===== src/rtl/alu_serial_exec.sv =====
// Execute-stage ALU: single-cycle logic/arith/compare ops plus a bit-serial shifter,
// with valid/ready handshakes on both sides and registered result, Zero and illegal.
module alu_serial_exec #(
    parameter int DATA_WIDTH = 32
) (
    input  logic                  clk,
    input  logic                  reset,
    input  logic                  in_valid,
    output logic                  in_ready,
    input  logic [3:0]            Operation,
    input  logic [DATA_WIDTH-1:0] SrcA,
    input  logic [DATA_WIDTH-1:0] SrcB,
    output logic                  out_valid,
    input  logic                  out_ready,
    output logic [DATA_WIDTH-1:0] ALUResult,
    output logic                  Zero,
    output logic                  illegal
);
    localparam int SW = $clog2(DATA_WIDTH);

    typedef enum logic [1:0] {IDLE, SHIFT, DONE} state_t;

    state_t                state;
    logic [DATA_WIDTH-1:0] res;
    logic                  zero_q;
    logic                  ill_q;
    logic [SW-1:0]         cnt;
    logic [1:0]            sop;

    logic [SW-1:0]         shamt;
    logic                  is_shift;
    logic                  ill_c;
    logic [DATA_WIDTH-1:0] res_c;
    logic [DATA_WIDTH-1:0] sh_next;

    // kind: 2'b10 SLL, 2'b11 SRL, otherwise SRA (Operation[1:0] of the shift codes)
    function automatic logic [DATA_WIDTH-1:0] shift1(input logic [1:0] kind,
                                                     input logic [DATA_WIDTH-1:0] v);
        case (kind)
            2'b10:   shift1 = {v[DATA_WIDTH-2:0], 1'b0};
            2'b11:   shift1 = {1'b0, v[DATA_WIDTH-1:1]};
            default: shift1 = {v[DATA_WIDTH-1], v[DATA_WIDTH-1:1]};
        endcase
    endfunction

    assign shamt   = SrcB[SW-1:0];
    assign sh_next = shift1(sop, res);

    always_comb begin
        res_c    = '0;
        ill_c    = 1'b0;
        is_shift = 1'b0;
        case (Operation)
            4'b0000: res_c = SrcA & SrcB;
            4'b0001: res_c = SrcA | SrcB;
            4'b0010: res_c = SrcA + SrcB;
            4'b0011: res_c = SrcA - SrcB;
            4'b0100: res_c = SrcA ^ SrcB;
            4'b0101, 4'b0110, 4'b0111: begin
                is_shift = 1'b1;
                res_c    = (shamt == '0) ? SrcA : shift1(Operation[1:0], SrcA);
            end
            4'b1000: res_c[0] = (SrcA == SrcB);
            4'b1001: res_c[0] = ($signed(SrcA) < $signed(SrcB));
            4'b1010: res_c[0] = (SrcA != SrcB);
            4'b1011: res_c[0] = ($signed(SrcA) < $signed(SrcB));
            4'b1100: res_c[0] = ($signed(SrcA) >= $signed(SrcB));
            default: ill_c = 1'b1;
        endcase
    end

    // The first shift happens in the acceptance cycle, so a shift of N bits
    // reaches DONE N cycles after acceptance; SHIFT performs the remaining N-1.
    always_ff @(posedge clk) begin
        if (reset) begin
            state  <= IDLE;
            res    <= '0;
            zero_q <= 1'b1;
            ill_q  <= 1'b0;
            cnt    <= '0;
            sop    <= '0;
        end else begin
            case (state)
                IDLE: begin
                    if (in_valid) begin
                        sop   <= Operation[1:0];
                        ill_q <= ill_c;
                        res   <= res_c;
                        if (is_shift && (shamt > SW'(1))) begin
                            cnt   <= shamt - SW'(1);
                            state <= SHIFT;
                        end else begin
                            zero_q <= (res_c == '0);
                            state  <= DONE;
                        end
                    end
                end
                SHIFT: begin
                    res <= sh_next;
                    cnt <= cnt - SW'(1);
                    if (cnt == SW'(1)) begin
                        zero_q <= (sh_next == '0);
                        state  <= DONE;
                    end
                end
                DONE: begin
                    if (out_ready) state <= IDLE;
                end
                default: state <= IDLE;
            endcase
        end
    end

    assign in_ready  = (state == IDLE);
    assign out_valid = (state == DONE);
    assign ALUResult = res;
    assign Zero      = zero_q;
    assign illegal   = ill_q;
endmodule


===== config.mk =====
export PLATFORM = sky130hd
export DESIGN_NAME = alu_serial_exec
export DESIGN_NICKNAME = d
export VERILOG_FILES = /design/src/rtl/alu_serial_exec.sv
export SDC_FILE = /design/constraint.sdc
export NUM_CORES = 1
export LEC_CHECK = 0
export BUFFER_PORTS_ARGS = -buffer_cell sky130_fd_sc_hd__buf_2
export CORE_MARGIN = 3
export CORE_UTILIZATION = 57
export CTS_CLUSTER_DIAMETER = 50
export DETAILED_ROUTE_END_ITERATION = 16
export GPL_ROUTABILITY_DRIVEN = 0
export PLACE_DENSITY = 0.78
export RECOVER_POWER = 50
export SYNTH_ARGS = -nofsm -noshare
export SYNTH_HDL_FRONTEND = slang
export SYNTH_SLANG_ARGS = --single-unit

===== constraint.sdc =====
create_clock -name clk -period 9.9 [get_ports clk]
set_input_delay 0.495 -clock clk [delete_from_list [all_inputs] [get_ports clk]]
set_output_delay 0.495 -clock clk [all_outputs]
set_load 0.02 [all_outputs]

* After elaboration in Yosys (flattened, before gate mapping)
Cells that the tools add are included.
** Word-level totals
- RAM bits :: 0
- Memories kept :: 0
- ROM bits :: 0
- Input port bits :: 72
- Latch bits :: 0
- Logic and storage cells :: 78
- Register bits after elaboration :: 43
** Cells by class
- Bitwise gates (word level) :: 3
- Reductions and logical operators :: 15
- $mul :: 0
- Divide/modulo/power cells :: 0
- Equality and inequality tests :: 26
- Shift operators :: 0
- $add $sub $neg :: 4
- Muxes and demuxes :: 21
- Order comparisons :: 3
** Operators by type and width (number)
- 32-bit one-hot mux with 2 select lines :: 3
- 31-bit one-hot mux with 6 select lines :: 1
- 32-bit zero test :: 2
- 32-bit 2-to-1 mux :: 2
- 32-bit adder :: 1
- 32-bit AND :: 1
- 32-bit == test :: 1
- 32-bit >= comparator :: 1
- 32-bit < comparator :: 1
- 32-bit != test :: 1
- 32-bit bitwise OR :: 1
- 32-bit subtractor :: 1
- 32-bit XOR :: 1
- 4-bit == test, second input constant :: 5
- 4-bit by 3-bit == test with 1-bit output, second input constant :: 4
- 13-bit OR reduction :: 1
- 2-bit == test, second input constant :: 5
- 5-bit 2-to-1 mux :: 2
- 1-bit one-hot mux with 10 select lines :: 1
- 5-bit one-hot mux with 2 select lines :: 1
- 5-bit by 1-bit subtractor with 5-bit output, second input constant :: 2
- 4-bit by 2-bit == test with 1-bit output, second input constant :: 2
- 2-bit 2-to-1 mux :: 4
- 2-bit != test, second input constant :: 3
- other kinds (18) :: 25

* Logic depth before layout (Yosys ltp)
- Word-level depth :: 8
- Gate-level depth with buffers :: 15

* Worst setup path before layout
OpenSTA, ideal clock, no wires.
- Path type :: in2reg
- From :: in SrcA[0]
- To :: reg zero_q (netlist: Zero)
- Data arrival time :: 3.781 ns
- Cell stages on the path :: 14
- Slack :: 6.061 ns
- Path buffers :: 0
- Data required time :: 9.842 ns
- Cell sequence :: inv_1 > ha_1 > inv_1 > fa_1 > nor3b_2 > or3_1 > a221o_1 > a2111oi_1 > nand4_1 > nor4_1 > nand4b_1 > or4b_1 > nor4_2 > a211o_1
** Between the ends
- Longest elaborated chain between the ends :: 7
- Elaborated cells on any way between the ends :: 17
- Classes of those cells :: add/sub: 2; order compare: 2; eq/ne: 2; mux: 7; bitwise: 3; reduce/logical: 1
** RTL lines
- start: declaration :: RTL line 11 : input logic [DATA_WIDTH-1:0] SrcA,
- parallel branches: the longest is 3 deep, another holds 32-bit subtractor
- 32-bit zero test (*) :: RTL line 93 : zero_q <= (res_c == '0);
- 1-bit 2-to-1 mux (*) :: RTL line 89 : if (is_shift && (shamt > SW'(1))) begin
- 1-bit 2-to-1 mux (*) :: RTL line 85 : if (in_valid) begin
- 1-bit one-hot mux with 2 select lines (*) :: RTL line 83 : case (state)
- end signal: assignment :: RTL line 93
- end signal: assignment :: RTL line 102 : zero_q <= (sh_next == '0);
- end: declaration :: RTL line 25 : logic zero_q;
Every way passes the cells marked *. The select of a mux whose other input is x is not followed.
A chain may end at the register's enable or synchronous reset.

* Worst setup path in the final report
- From :: in Operation[2]
- To :: reg zero_q (netlist: Zero)
** Between the ends
- Longest elaborated chain between the ends :: 7
- Elaborated cells on any way between the ends :: 25
- Classes of those cells :: eq/ne: 13; mux: 6; reduce/logical: 6
** RTL lines
- start: declaration :: RTL line 10 : input logic [3:0] Operation,
- 4-bit by 3-bit == test with 1-bit output / 4-bit == test (equally long branches) :: RTL line 53 : case (Operation)
- 3-bit OR reduction / 2-bit OR reduction (equally long branches)
- 1-bit one-hot mux with 10 select lines / 31-bit one-hot mux with 6 select lines (equally long branches) :: RTL line 53
- 32-bit zero test :: RTL line 93
- 1-bit 2-to-1 mux :: RTL line 89
- 1-bit 2-to-1 mux :: RTL line 85
- 1-bit one-hot mux with 2 select lines :: RTL line 83
Several ways; a longest one is shown, not always the timed one. The select of a mux whose other input is x is not followed.

==> metrics.csv <==
metric,value,unit
placed cell areas,9490,sq um
max-slew violations,0,
main combinational cell family by area after synthesis,compound AO/OA/AOI/OAI gates,
mux contribution to synthesized area,3.30,%
largest cells by area after synthesis,"ha_1, dfxtp_1, a21oi_1, nand2_1, nor2_1",
Vias,10866,
Final Util,62.4,%
first-pass GRT wire length,51.2,mm
# resized after CTS,0,
Flop pwr share,23.7,%
VDD IR max,0.0875,mV
post-synth cell types,97,
switching pwr,412,uW
register area share after synthesis,9.53,%
Die Footprint,17400,sq um
final worst-path cycle share,47.3,%
Area growth syn-to-layout,6.17,%
Critical Path AT,4910,ps
top cell type's share of synthesized area,14.0,%
worst slew pin tran,1340,ps
register area,861,sq um
post-cts hold buffer count,0,
Cell Rows,45,
Worst Skew,8.83,ps
Worst-Skew Late Latency,290,ps
clock buffer depth,2,
Leak,4.04,nW
ANT cells,0,
syn_area_per_cell,6.72,sq um
via/cell ratio,6.84,
Antenna Nets Post-Route,0,
Final #Nets,1551,
H-tree depth,2,
final setup vio count,0,
Syn Inst Count,1343,
Initial Utilization,58.7,%
largest net degree at the start of global routing,44,
"EDFF count, synth",0,
Synth Area in Compound Gates,36.2,%
dpl ws,5250,ps
cell accounting for the most synthesized area,ha_1,
post-synthesis xor/xnor area fraction,1.26,%
Port-buffer cells,107,
PnR Total Power,868,uW
Clock Sinks,43,
final worst setup slack,5220,ps
Post-synth top flop,dfxtp_1,
post-route setup TNS,0,ps
HP Class,reg -> reg,
most frequent cell after synthesis,nand2_1,
Final min period,4680,ps
Post-CTS Setup Inserts,0,
gr usage total,34.8,%
die width,132,um
unrepaired setup endpoints after global routing,false,
syn_nets,1518,
TritonCTS buffer count,5,
Iteration-0 DRC Markers,1768,
Clock transition at path regs,60,ps
share of cells above drive strength 1,9.95,%
Synth Register Bits,43,
combinational power share,57.8,%
status,"finished, final reports clean",
fillers,1485,
CP Launch Type,primary input,
Clock Tree Root,clkbuf_16,
post-route cell area,9590,sq um
Yosys warning count,0,
top cells by instance count after synthesis,"nand2_1, a21oi_1, nor2_1, inv_1, ha_1",
Wirelength per Cell,20.1,um
core area,15400,sq um
I/O pins,108,
WL final,31.9,mm
area of the multi-input gates,7340,sq um
Congestion Overflow GR,0,
initial antenna violation count,0,
Worst Setup End Kind,flop,
Die Y-Extent,132,um
simple-gate share of the synthesized area,25.6,%
PD cells,90.6,nW/um^2
P_int,456,uW
HPWL after DPL,23.8,mm
vias in the first global route,9853,
Crit Path Category,in -> reg,
Peak Freq,0.214,GHz
Synth Area in Adders,14.4,%
Max Cap Violations,0,
ys async rst share,0,%
cell area after synthesis,9030,sq um
# DRC,0,
DR pass1 iterations,8,
Slew headroom,10.5,%
CTS tree,built,
required time worst endpoint,10130,ps
clock power share,18.5,%
final hold viol count,0,
Sw Share,47.4,%
Crit Path Max Fanout,32,
[worst paths after layout]
kind | from | endpoint | slack (ps) | depth (start not counted)
setup / recovery | Operation[2] | Zero | 5220 | 11
hold / removal | illegal | illegal | 470 | 2
setup reg to reg | state[1] | Zero | 6470 | 11
hold reg to reg | illegal | illegal | 470 | 2
[worst max-delay path, stage by stage]
cell and delay (ps):
clkbuf_1 950, or4b_2 840, o32ai_1 200, or2_2 320
a222oi_1 390, nand4_1 190, nor4_1 480, nand4b_1 140
or4b_1 550, nor4_2 180, a211o_1 160
[area by class of cell]
class                   instances  share of cell area [%]
clock buffers                   6                    1.34
clock inverters                 2                   0.131
inverters                     105                    4.11
multi-input cells            1101                    76.6
flip-flops and latches         43                    8.98
well taps                     211                    2.75
repair buffers                120                    6.12
[power by group through the flow]
stage,clock [mW],combinational [mW],sequential [mW]
6_report,0.161,0.502,0.206
3_5_place_dp,0,0.485,0.208
4_1_cts,0.162,0.488,0.204
5_1_grt,0.170,0.544,0.207
2_1_floorplan,0,0.342,0.214
3_3_place_gp,0,0.479,0.208
[cell families after synthesis]
| family | after synthesis |
|---|---|
| mux | 28 |
| fa+ha+maj | 103 |
| xor+xnor | 13 |
| buf+inv | 199 |
| flops | 43 |
| compound gates | 476 |
| simple gates | 481 |
[sequential cells by signal, summed over array words and instances (netlist names)]
| register | cells |
|---|---|
| illegal | 1 |
| Zero | 1 |
| sop | 2 |
| state | 2 |
| ALUResult | 32 |
| cnt | 5 |
[per-stage QoR]
stage,std cells,hold slack (ps)
global placement,1580,450
detailed placement,1580,459
CTS,1588,466
finish,1588,466
floorplan,1343,445
global route,1588,499
[per-layer routing]
metal / track usage [%] / wire [um] / vias up
met5: 0 / 0 / -
met3: 7.06 / 3550 / 149
met4: 17.7 / 1730 / 0
met1: 45.5 / 13000 / 4978
met2: 54.3 / 13700 / 728
li1: - / - / 5011
[cells in the final DEF, fill, tap and decap left out, types with 21 or more instances in the layout]
cell        n
nand3_1    24
ha_1      101
dfxtp_1    43
nor2_1    135
nor3_1     45
a211oi_1   33
a21oi_1   151
o221ai_1   21
a221oi_1   32
inv_1     104
nand2_1   152
o21ai_0    56
buf_2      70
mux2i_1    23
clkbuf_1   38
(Power assumes the default switching activity.)
